[src/rtl/cmpscan.sv]
// cmpscan: bitmap margin analyser.
// Takes a COLS x ROWS bitmap one column per handshake. It measures the empty
// left/right/top/bottom margins and derives the 2x horizontal and vertical
// scale flags.
// Optional build macro CMPSCAN_LENCHK_EN enables frame length checking: the
// frame also ends on the COLSth column, and err flags an early col_last.
//
// Handshake: a column beat is transferred on a rising edge where
// col_valid & col_ready are both high. col_ready depends only on the FSM state
// (high in SCAN). The sender holds col_data/col_last stable while col_valid is
// high and not yet accepted. A start pulse in the same cycle wins, and that
// beat is dropped.
module cmpscan #(
  parameter int COLS           = 24,
  parameter int ROWS           = 64,
  parameter int SCALE_H_THRESH = 12,
  parameter int SCALE_V_THRESH = 32,
  localparam int CW = $clog2(COLS + 1),
  localparam int RW = $clog2(ROWS + 1)
) (
  input  logic            clk,
  input  logic            rst,
  input  logic            start,
  input  logic            col_valid,
  input  logic [ROWS-1:0] col_data,
  input  logic            col_last,
  output logic            col_ready,
  output logic            done,
  output logic [CW-1:0]   lshift,
  output logic [CW-1:0]   rshift,
  output logic [RW-1:0]   tshift,
  output logic [RW-1:0]   bshift,
  output logic            scale_h,
  output logic            scale_v,
  output logic            blank,
  output logic            err,
  output logic [1:0]      state_dbg
);

  typedef enum logic [1:0] {
    S_IDLE   = 2'd0,
    S_SCAN   = 2'd1,
    S_REDUCE = 2'd2,
    S_DONE   = 2'd3
  } state_t;

  localparam logic [CW-1:0] COLS_MAX = CW'(COLS);

  state_t          state, state_next;
  logic [ROWS-1:0] row_mask;
  logic [CW-1:0]   col_cnt, lead_cnt, trail_cnt;
  logic [CW-1:0]   col_inc, lead_inc, trail_inc;
  logic            seen;
  logic            accept;
  logic            frame_end;
  logic [RW-1:0]   tz, lz;
  logic [CW:0]     h_sum;
  logic [RW:0]     v_sum;

  assign col_ready = (state == S_SCAN);
  assign accept    = col_valid & col_ready & ~start;
  assign state_dbg = state;

  // Counters stop at COLS so over-long frames cannot wrap.
  assign col_inc   = (col_cnt   == COLS_MAX) ? col_cnt   : col_cnt   + 1'b1;
  assign lead_inc  = (lead_cnt  == COLS_MAX) ? lead_cnt  : lead_cnt  + 1'b1;
  assign trail_inc = (trail_cnt == COLS_MAX) ? trail_cnt : trail_cnt + 1'b1;

`ifdef CMPSCAN_LENCHK_EN
  assign frame_end = col_last | (col_inc == COLS_MAX);
`else
  assign frame_end = col_last;
`endif

  // Margin sums are one bit wider than their operands, so they never overflow.
  assign h_sum = {1'b0, lead_cnt} + {1'b0, trail_cnt};
  assign v_sum = {1'b0, tz} + {1'b0, lz};

  // Trailing-zero count of the row mask (empty rows at the top, bit 0 = top).
  always_comb begin
    tz = RW'(ROWS);
    for (int i = ROWS - 1; i >= 0; i--) begin
      if (row_mask[i]) tz = RW'(i);
    end
  end

  // Leading-zero count of the row mask (empty rows at the bottom).
  always_comb begin
    lz = RW'(ROWS);
    for (int i = 0; i < ROWS; i++) begin
      if (row_mask[i]) lz = RW'(ROWS - 1 - i);
    end
  end

  // State register.
  always_ff @(posedge clk or posedge rst) begin
    if (rst) state <= S_IDLE;
    else     state <= state_next;
  end

  // Next-state logic; start always (re)enters SCAN from any state.
  always_comb begin
    state_next = state;
    if (start) begin
      state_next = S_SCAN;
    end else begin
      case (state)
        S_IDLE:   state_next = S_IDLE;
        S_SCAN:   if (accept && frame_end) state_next = S_REDUCE;
        S_REDUCE: state_next = S_DONE;
        S_DONE:   state_next = S_DONE;
        default:  state_next = S_IDLE;
      endcase
    end
  end

`ifdef CMPSCAN_LENCHK_EN
  logic err_pend;
  // Remember whether the frame ended early on col_last, and publish it with done.
  always_ff @(posedge clk or posedge rst) begin
    if (rst) begin
      err_pend <= 1'b0;
      err      <= 1'b0;
    end else if (start) begin
      err_pend <= 1'b0;
      err      <= 1'b0;
    end else begin
      if (accept) err_pend <= col_last && (col_inc != COLS_MAX);
      if (state == S_REDUCE) err <= err_pend;
    end
  end
`else
  assign err = 1'b0;
`endif

  // Column accumulation during SCAN and result capture in REDUCE.
  always_ff @(posedge clk or posedge rst) begin
    if (rst) begin
      row_mask  <= '0;
      col_cnt   <= '0;
      lead_cnt  <= '0;
      trail_cnt <= '0;
      seen      <= 1'b0;
      done      <= 1'b0;
      lshift    <= '0;
      rshift    <= '0;
      tshift    <= '0;
      bshift    <= '0;
      scale_h   <= 1'b0;
      scale_v   <= 1'b0;
      blank     <= 1'b0;
    end else if (start) begin
      row_mask  <= '0;
      col_cnt   <= '0;
      lead_cnt  <= '0;
      trail_cnt <= '0;
      seen      <= 1'b0;
      done      <= 1'b0;
      lshift    <= '0;
      rshift    <= '0;
      tshift    <= '0;
      bshift    <= '0;
      scale_h   <= 1'b0;
      scale_v   <= 1'b0;
      blank     <= 1'b0;
    end else begin
      if (accept) begin
        row_mask <= row_mask | col_data;
        col_cnt  <= col_inc;
        if (col_data == '0) begin
          if (!seen) lead_cnt <= lead_inc;
          trail_cnt <= trail_inc;
        end else begin
          trail_cnt <= '0;
          seen      <= 1'b1;
        end
      end
      if (state == S_REDUCE) begin
        done  <= 1'b1;
        blank <= ~seen;
        if (!seen) begin
          lshift  <= col_cnt;
          rshift  <= '0;
          tshift  <= RW'(ROWS);
          bshift  <= '0;
          scale_h <= 1'b0;
          scale_v <= 1'b0;
        end else begin
          lshift  <= lead_cnt;
          rshift  <= trail_cnt;
          tshift  <= tz;
          bshift  <= lz;
          scale_h <= (int'(h_sum) >= SCALE_H_THRESH);
          scale_v <= (int'(v_sum) >= SCALE_V_THRESH);
        end
      end
    end
  end

endmodule

[config.mk]
export PLATFORM = sky130hd
export DESIGN_NAME = cmpscan
export DESIGN_NICKNAME = d
export VERILOG_FILES = /design/src/rtl/cmpscan.sv
export SDC_FILE = /design/constraint.sdc
export NUM_CORES = 1
export LEC_CHECK = 0
export BUFFER_PORTS_ARGS = -buffer_cell sky130_fd_sc_hd__buf_2
export CORE_UTILIZATION = 56
export DETAILED_ROUTE_END_ITERATION = 7
export GPL_ROUTABILITY_DRIVEN = 0
export PLACE_DENSITY_LB_ADDON = 0.3
export SYNTH_ARGS = -nofsm -noshare
export SYNTH_HDL_FRONTEND = slang
export SYNTH_SLANG_ARGS = --single-unit
[constraint.sdc]
create_clock -name clk -period 9.1 [get_ports clk]
set_input_delay 0.91 -clock clk [delete_from_list [all_inputs] [get_ports clk]]
set_output_delay 0.91 -clock clk [all_outputs]
set_load 0.005 [all_outputs]
# Yosys cells after proc, flatten, opt, wreduce, memory -nomap -nowiden
# Index checks and enable logic that the tools add are counted.
[word_totals]
ramBits = 0
rom_bits = 0
n_memories = 0
latchBits = 0
regBits = 110
[classes]
reduce_logical = 11
bitwise_logic = 5
n_mux = 170
add_sub_neg = 5
n_mul = 0
magnitude_cmp = 2
n_div = 0
n_shift = 0
eq_ne = 12
[op_table]
columns = ["op", "n"]
rows = [
  ["7-bit 2-to-1 mux", 134],
  ["64-bit 2-to-1 mux", 2],
  ["5-bit 2-to-1 mux", 18],
  ["64-bit logical NOT", 1],
  ["64-bit bitwise OR", 1],
  ["5-bit by 1-bit adder with 5-bit output, second input constant", 3],
  ["5-bit equality test, second input constant", 3],
  ["1-bit 2-to-1 mux", 13],
  ["7-bit by 7-bit adder with 8-bit output", 1],
  ["8-bit by 6-bit >= comparator with 1-bit output, second input constant", 1],
  ["2-bit != test, second input constant", 4],
  ["5-bit by 5-bit adder with 6-bit output", 1],
  ["6-bit by 4-bit >= comparator with 1-bit output, second input constant", 1],
  ["2-bit one-hot mux with 3 select lines", 1],
  ["2-bit AND reduction", 3],
  ["2-bit nonzero test", 3],
  ["2-bit equality test, second input constant", 2],
  ["2-bit 2-to-1 mux", 2],
  ["4-bit AND reduction", 1],
  ["3-bit by 2-bit != test with 1-bit output, second input constant", 1],
  ["3-bit != test, second input constant", 1],
  ["1-bit AND", 2],
  ["2-bit by 1-bit equality test with 1-bit output, second input constant", 1],
  ["2-bit logical NOT", 1],
  ["3 further kinds", 4],
]

# Longest topological paths before layout
[depth]
word_depth = 69
mapped_depth = 13
ltp_nobuf = 13

# Least setup slack after synthesis
# Ideal clock, no wire load.
[synth_timing]
path_kind = "reg2reg"
startpoint = "reg row_mask[8]"
endpoint = "reg scale_v"
n_path_buf = 1
setup_slack_ps = 6116
path_stages_with_launch = 13
setup_ps = 132
arrival_time_ps = 2852
period_less_slack_ps = 2984
required_time_ps = 8968
path_cell_list = "dfrtp_1 -> clkbuf_1 -> nor2_1 -> o311ai_0 -> a211o_1 -> a2111oi_0 -> nor2_1 -> ha_1 -> fa_1 -> a2111oi_0 -> a31oi_1 -> o21ai_0 -> o21ai_0"
[synth_between]
elab_chain_len = 61
word_cells_on_any_way = 70
[synth_rtl]
columns = ["item", "line", "rtl"]
rows = [
  ["from (decl)", "50", "logic [ROWS-1:0] row_mask;"],
  ["from (signal assigned)", "168", "row_mask <= row_mask | col_data;"],
  ["7-bit 2-to-1 mux (56 in series)", "91", "if (row_mask[i]) lz = RW'(ROWS - 1 - i);"],
  ["7-bit by 7-bit adder with 8-bit output (*)", "77", "assign v_sum = {1'b0, tz} + {1'b0, lz};"],
  ["8-bit by 6-bit >= comparator with 1-bit output (*)", "194", "scale_v <= (int'(v_sum) >= SCALE_V_THRESH);"],
  ["1-bit 2-to-1 mux (*)", "181", "if (!seen) begin"],
  ["1-bit 2-to-1 mux (*)", "178", "if (state == S_REDUCE) begin"],
  ["1-bit 2-to-1 mux (*)", "152", "end else if (start) begin"],
  ["to (signal assigned)", "194", ""],
  ["to (decl)", "34", "output logic scale_v,"],
]
# Every way passes the cells marked *; elsewhere a longest branch is shown, timed or not. The select of a mux whose other input is x is not followed.
# A chain may end at the register's enable or synchronous reset.

# Worst setup path in the final report
[layout_timing]
startpoint = "reg row_mask[5]"
endpoint = "reg scale_v"
[layout_between]
elab_chain_len = 64
word_cells_on_any_way = 70
[layout_rtl]
columns = ["item", "line"]
rows = [
  ["7-bit 2-to-1 mux (59 in series)", "91"],
  ["7-bit by 7-bit adder with 8-bit output (*)", "77"],
  ["8-bit by 6-bit >= comparator with 1-bit output (*)", "194"],
  ["1-bit 2-to-1 mux (*)", "181"],
  ["1-bit 2-to-1 mux (*)", "178"],
  ["1-bit 2-to-1 mux (*)", "152"],
]
# Marks and branches as above.

==> impl_summary.txt <==
----------------------------------------------------
[Floorplanning]
  Die height ... 107 um
  Row Count ... 37
  Width of the die ... 107 um
  Placeable core area ... 10500 um^2
  Effective utilization at floorplan ... between 50% and 60%
  Number of primary I/O pins ... 101
  Total Die Area ... 11400 um^2

[Power]
  Total Power ... 0.00110 W
  Areal power density over the cells ... 159 nW/um^2
  Leakage dissipation ... 3.24 nW
  VDD IR max ... 0.000125 V

[Worst setup path]
  CP Data Required Time ... ~9.4 ns
  Worst path slowest cell ... sky130_fd_sc_hd__a2111oi_0
  Critical path cell sequence ... inv_1 > a21oi_1 > o311ai_0 > a211o_1 > a2111oi_0 > nor2_1 > ha_1 > fa_1 > a2111oi_0 > a31oi_1 > o21ai_0 > o21ai_0
  Reg-to-Reg Start ... row_mask[5]
  CP Class ... reg -> reg
  Arrival time reported for the critical path endpoint ... 3.61 ns
  Kind of start point of the critical path ... flop
  Delay of the slowest cell on the worst path ... 0.57 ns
  Critical-path maximum fanout ... 8
  Worst Reg-to-Reg Cells ... 12
  CP endpoint kind ... flop
  Timing startpoint of the critical path ... row_mask[5]
  R2R setup slack ... between 5 and 6 ns

[Clock tree]
  Clock sinks ... 110
  Buffer levels on the longest clock path ... 2
  CTS Root Buffer Type ... sky130_fd_sc_hd__clkbuf_8
  Number of buffers inserted by post-CTS setup repair ... 0
  CTS buffer count ... 9
  Post-CTS Resized ... 0
  TritonCTS clock tree ... yes
  Reg clk slew, reported paths ... 0.10 ns
  Clock latency on the worst-skew pair ... roughly 0.38 ns
  Hold-fix buffers at CTS ... 0
  Clock H-tree levels ... 3

[Detailed routing]
  Sum of routed wire length over all layers ... about 16 mm
  Detail-routed via count per cell ... 6.32
  Post-DRT Antenna Nets ... 0
  Routed met2 length ... 7.29 mm
  Number of search-and-repair iterations in the first detailed-routing pass ... 5
  Length of routed met3 wiring ... 1.09 mm
  DR DRC count ... 0
  Total via count in the routed design ... 5851
  Average routed wire per standard cell ... 17.2 um
  Top routing layer in use ... met4
  Number of DRC markers after the initial detailed-route iteration ... between 400 and 500
  Post-route met1 wirelength ... around 7.3 mm

[Synth]
  Syn Area/Cell ... slightly below 9 um^2
  Number of synthesis warnings ... 0
  Post-synthesis async set-or-reset flop share ... 100%
  Synth top area share ... 44.8%
  Nets in the synthesized netlist ... 787
  Cells after Synth ... 698
  Proportion of synthesized chip area in sequential cells ... between 40% and 50%
  Post-synth top area cell ... sky130_fd_sc_hd__dfrtp_1
  Count of flip-flops with a built-in enable after synthesis ... 0
  Synthesized area ... between 6000 and 7000 um^2
  Number of different library cells in the post-synthesis netlist ... roughly 60
  Total of flip-flops plus latches after synthesis ... between 100 and 150
  Top_reg_cell synth ... sky130_fd_sc_hd__dfrtp_1
  Main area contributors after synthesis ... sky130_fd_sc_hd__dfrtp_1 45%, sky130_fd_sc_hd__a21oi_1 8.1%, sky130_fd_sc_hd__nor2_1 7.6%, sky130_fd_sc_hd__ha_1 3.7%, sky130_fd_sc_hd__nor4_1 3.2%

[Layout]
  Relative area change from synthesis to final layout ... 12.9%
  Non-filler instance count after layout ... 926
  Fraction of layout instances using a drive strength above 1 ... 16.8%
  Finished layout cell area ... 6940 um^2
  Fin nets ... around 870
  Diode count ... 0
  Final Util ... 66.4%

[Timing]
  Unrepaired setup endpoints after global routing ... false
  Setup TNS ... 0 ns
  Period Utilization, post-route ... approximately 37%
  Minimum period implied by the final worst setup slack ... roughly 3.4 ns
  Clock tree skew after final layout ... between 0.01 and 0.015 ns
  Slew HR ... 12.1%
  Total count of max-transition violations in the final report ... 0
  Setup-violating endpoint count in the final report ... 0
  Actual slew at the worst max-slew pin ... approximately 1.3 ns
  Max Fclk ... 298 MHz
  Hold Vio Cnt, Final ... 0

[Global route]
  Maximum number of pins on one net before global-route repair ... just under 100
  GR Util All Layers ... 28.6%
  Via count of the first global-routing pass ... 5263
  Wire length of the first global-routing pass ... 25.5 mm
  Initial antenna violation count ... 0
  Overall overflow remaining after global route ... 0

[Hold path]
  Min-delay src ... rshift[1]
  Hold depth ... 2
  Worst hold-check path type ... reg -> reg

[Outcome]
  Run status ... completed

[Placement]
  Placed cell count ... a little over 900
  Post-detailed-placement cell area ... 6750 um^2
  Half-perimeter wire length of the detailed placement result ... about 12 mm
  Count of port buffers added during placement ... 99

[Job]
  Max-cap check violation count ... 0

----------------------------------------------------
stage by stage:
step                      hold slack [ns]  setup WS (ns)
final                               0.486           5.75
after global routing                0.531           5.48
after CTS                           0.489           5.78
after detailed placement            0.467           5.81
after global placement              0.462           5.83
after floorplan                     0.473           5.29
sequential cells by signal, summed over array words and instances (netlist names):
signal,count
done,1
scale_v,1
lshift,5
rshift,5
lead_cnt,5
trail_cnt,5
row_mask,64
scale_h,1
state_dbg,2
blank,1
tshift,7
seen,1
col_cnt,5
bshift,7
report_power, final:
group	internal, W	leakage, nW	switching (W)
registers	0.000512	1.49	0.0000421
logic	0.000101	1.65	0.000152
clock network	0.000134	0.102	0.000163
worst paths after layout:
check | to
worst max-delay path | scale_v
worst min-delay path | rshift[1]
worst max register to register | scale_v
worst min register to register | rshift[1]
max in group asynchronous | col_cnt[2]
min in group asynchronous | row_mask[5]
metal layers:
layer	global-route usage, %	vias to the layer above
met5	0	-
met1	40.8	2805
met4	9.88	0
met2	44.5	270
li1	-	2755
met3	4.44	21
synthesized netlist by cell type (3+ instances only):
cell                        count
sky130_fd_sc_hd__ha_1          18
sky130_fd_sc_hd__nand4_1       12
sky130_fd_sc_hd__buf_1          3
sky130_fd_sc_hd__inv_1         34
sky130_fd_sc_hd__dfrtp_1      110
sky130_fd_sc_hd__nand2b_1       6
sky130_fd_sc_hd__nor4_1        31
sky130_fd_sc_hd__nand4b_1       4
sky130_fd_sc_hd__nand3_1        6
sky130_fd_sc_hd__a21oi_1      100
sky130_fd_sc_hd__a31oi_1        6
sky130_fd_sc_hd__a21o_1         5
sky130_fd_sc_hd__xor2_1         3
sky130_fd_sc_hd__o2111ai_1      4
sky130_fd_sc_hd__a22o_1        14
sky130_fd_sc_hd__nand2_1       28
sky130_fd_sc_hd__o21ai_0       21
sky130_fd_sc_hd__or3_1          6
sky130_fd_sc_hd__a211o_1        3
sky130_fd_sc_hd__o22ai_1        4
sky130_fd_sc_hd__a2111oi_0      6
sky130_fd_sc_hd__o21a_1         4
sky130_fd_sc_hd__mux2i_1        8
sky130_fd_sc_hd__o311ai_0       4
sky130_fd_sc_hd__nor2b_1        9
sky130_fd_sc_hd__nor2_1       124
sky130_fd_sc_hd__or4_1         10
sky130_fd_sc_hd__clkbuf_1      23
sky130_fd_sc_hd__o31ai_1       10
sky130_fd_sc_hd__o211ai_1       3
sky130_fd_sc_hd__o21ai_1        6
sky130_fd_sc_hd__nor3_1        20
sky130_fd_sc_hd__a211oi_1       9
sky130_fd_sc_hd__o21bai_1       3
cells in the final DEF (no fill, tap or decap), drive strengths merged, types with 3 or more instances in the layout:
master / instances
a2111oi: 6
a211o: 3
a211oi: 9
a21o: 5
a21oi: 100
a22o: 14
a31oi: 6
buf: 104
clkbuf: 10
clkinv: 4
dfrtp: 110
ha: 18
inv: 34
mux2i: 8
nand2: 29
nand2b: 6
nand3: 6
nand4: 12
nand4b: 4
nor2: 124
nor2b: 9
nor3: 22
nor4: 35
o2111ai: 4
o211ai: 3
o21a: 4
o21ai: 27
o21bai: 3
o22ai: 4
o311ai: 4
o31ai: 10
or3: 6
or4: 10
xor2: 3
critical path, delay by kind of cell (launching register included):
kind            cells  cell delay, ns
flops               1            0.48
fa+ha+maj           2            0.69
compound gates      8            1.87
simple gates        1            0.12
buf+inv             1            0.09
area by class of cell:
type / count / area (um^2)
multi-input cells: 526 / 3160
well taps: 136 / 170
repair buffers: 104 / 533
clock inverters: 6 / 61.3
clock buffers: 10 / 138
fillers: 907 / 3520
inverters: 34 / 130
flip-flops and latches: 110 / 2750
logic make-up after synthesis:
| family | after synthesis | synth area share [%] |
|---|---|---|
| AO/OA/AOI/OAI | 216 | 22.0 |
| XOR/XNOR | 5 | 0.712 |
| other | 1 | 0.0610 |
| flip-flops | 110 | 44.8 |
| adder cells (fa/ha/maj) | 21 | 4.48 |
| AND/OR/NAND/NOR | 273 | 22.4 |
| multiplexers | 10 | 1.67 |
| buffers and inverters | 62 | 3.87 |
No activity file was read; power rests on OpenSTA's default activity.
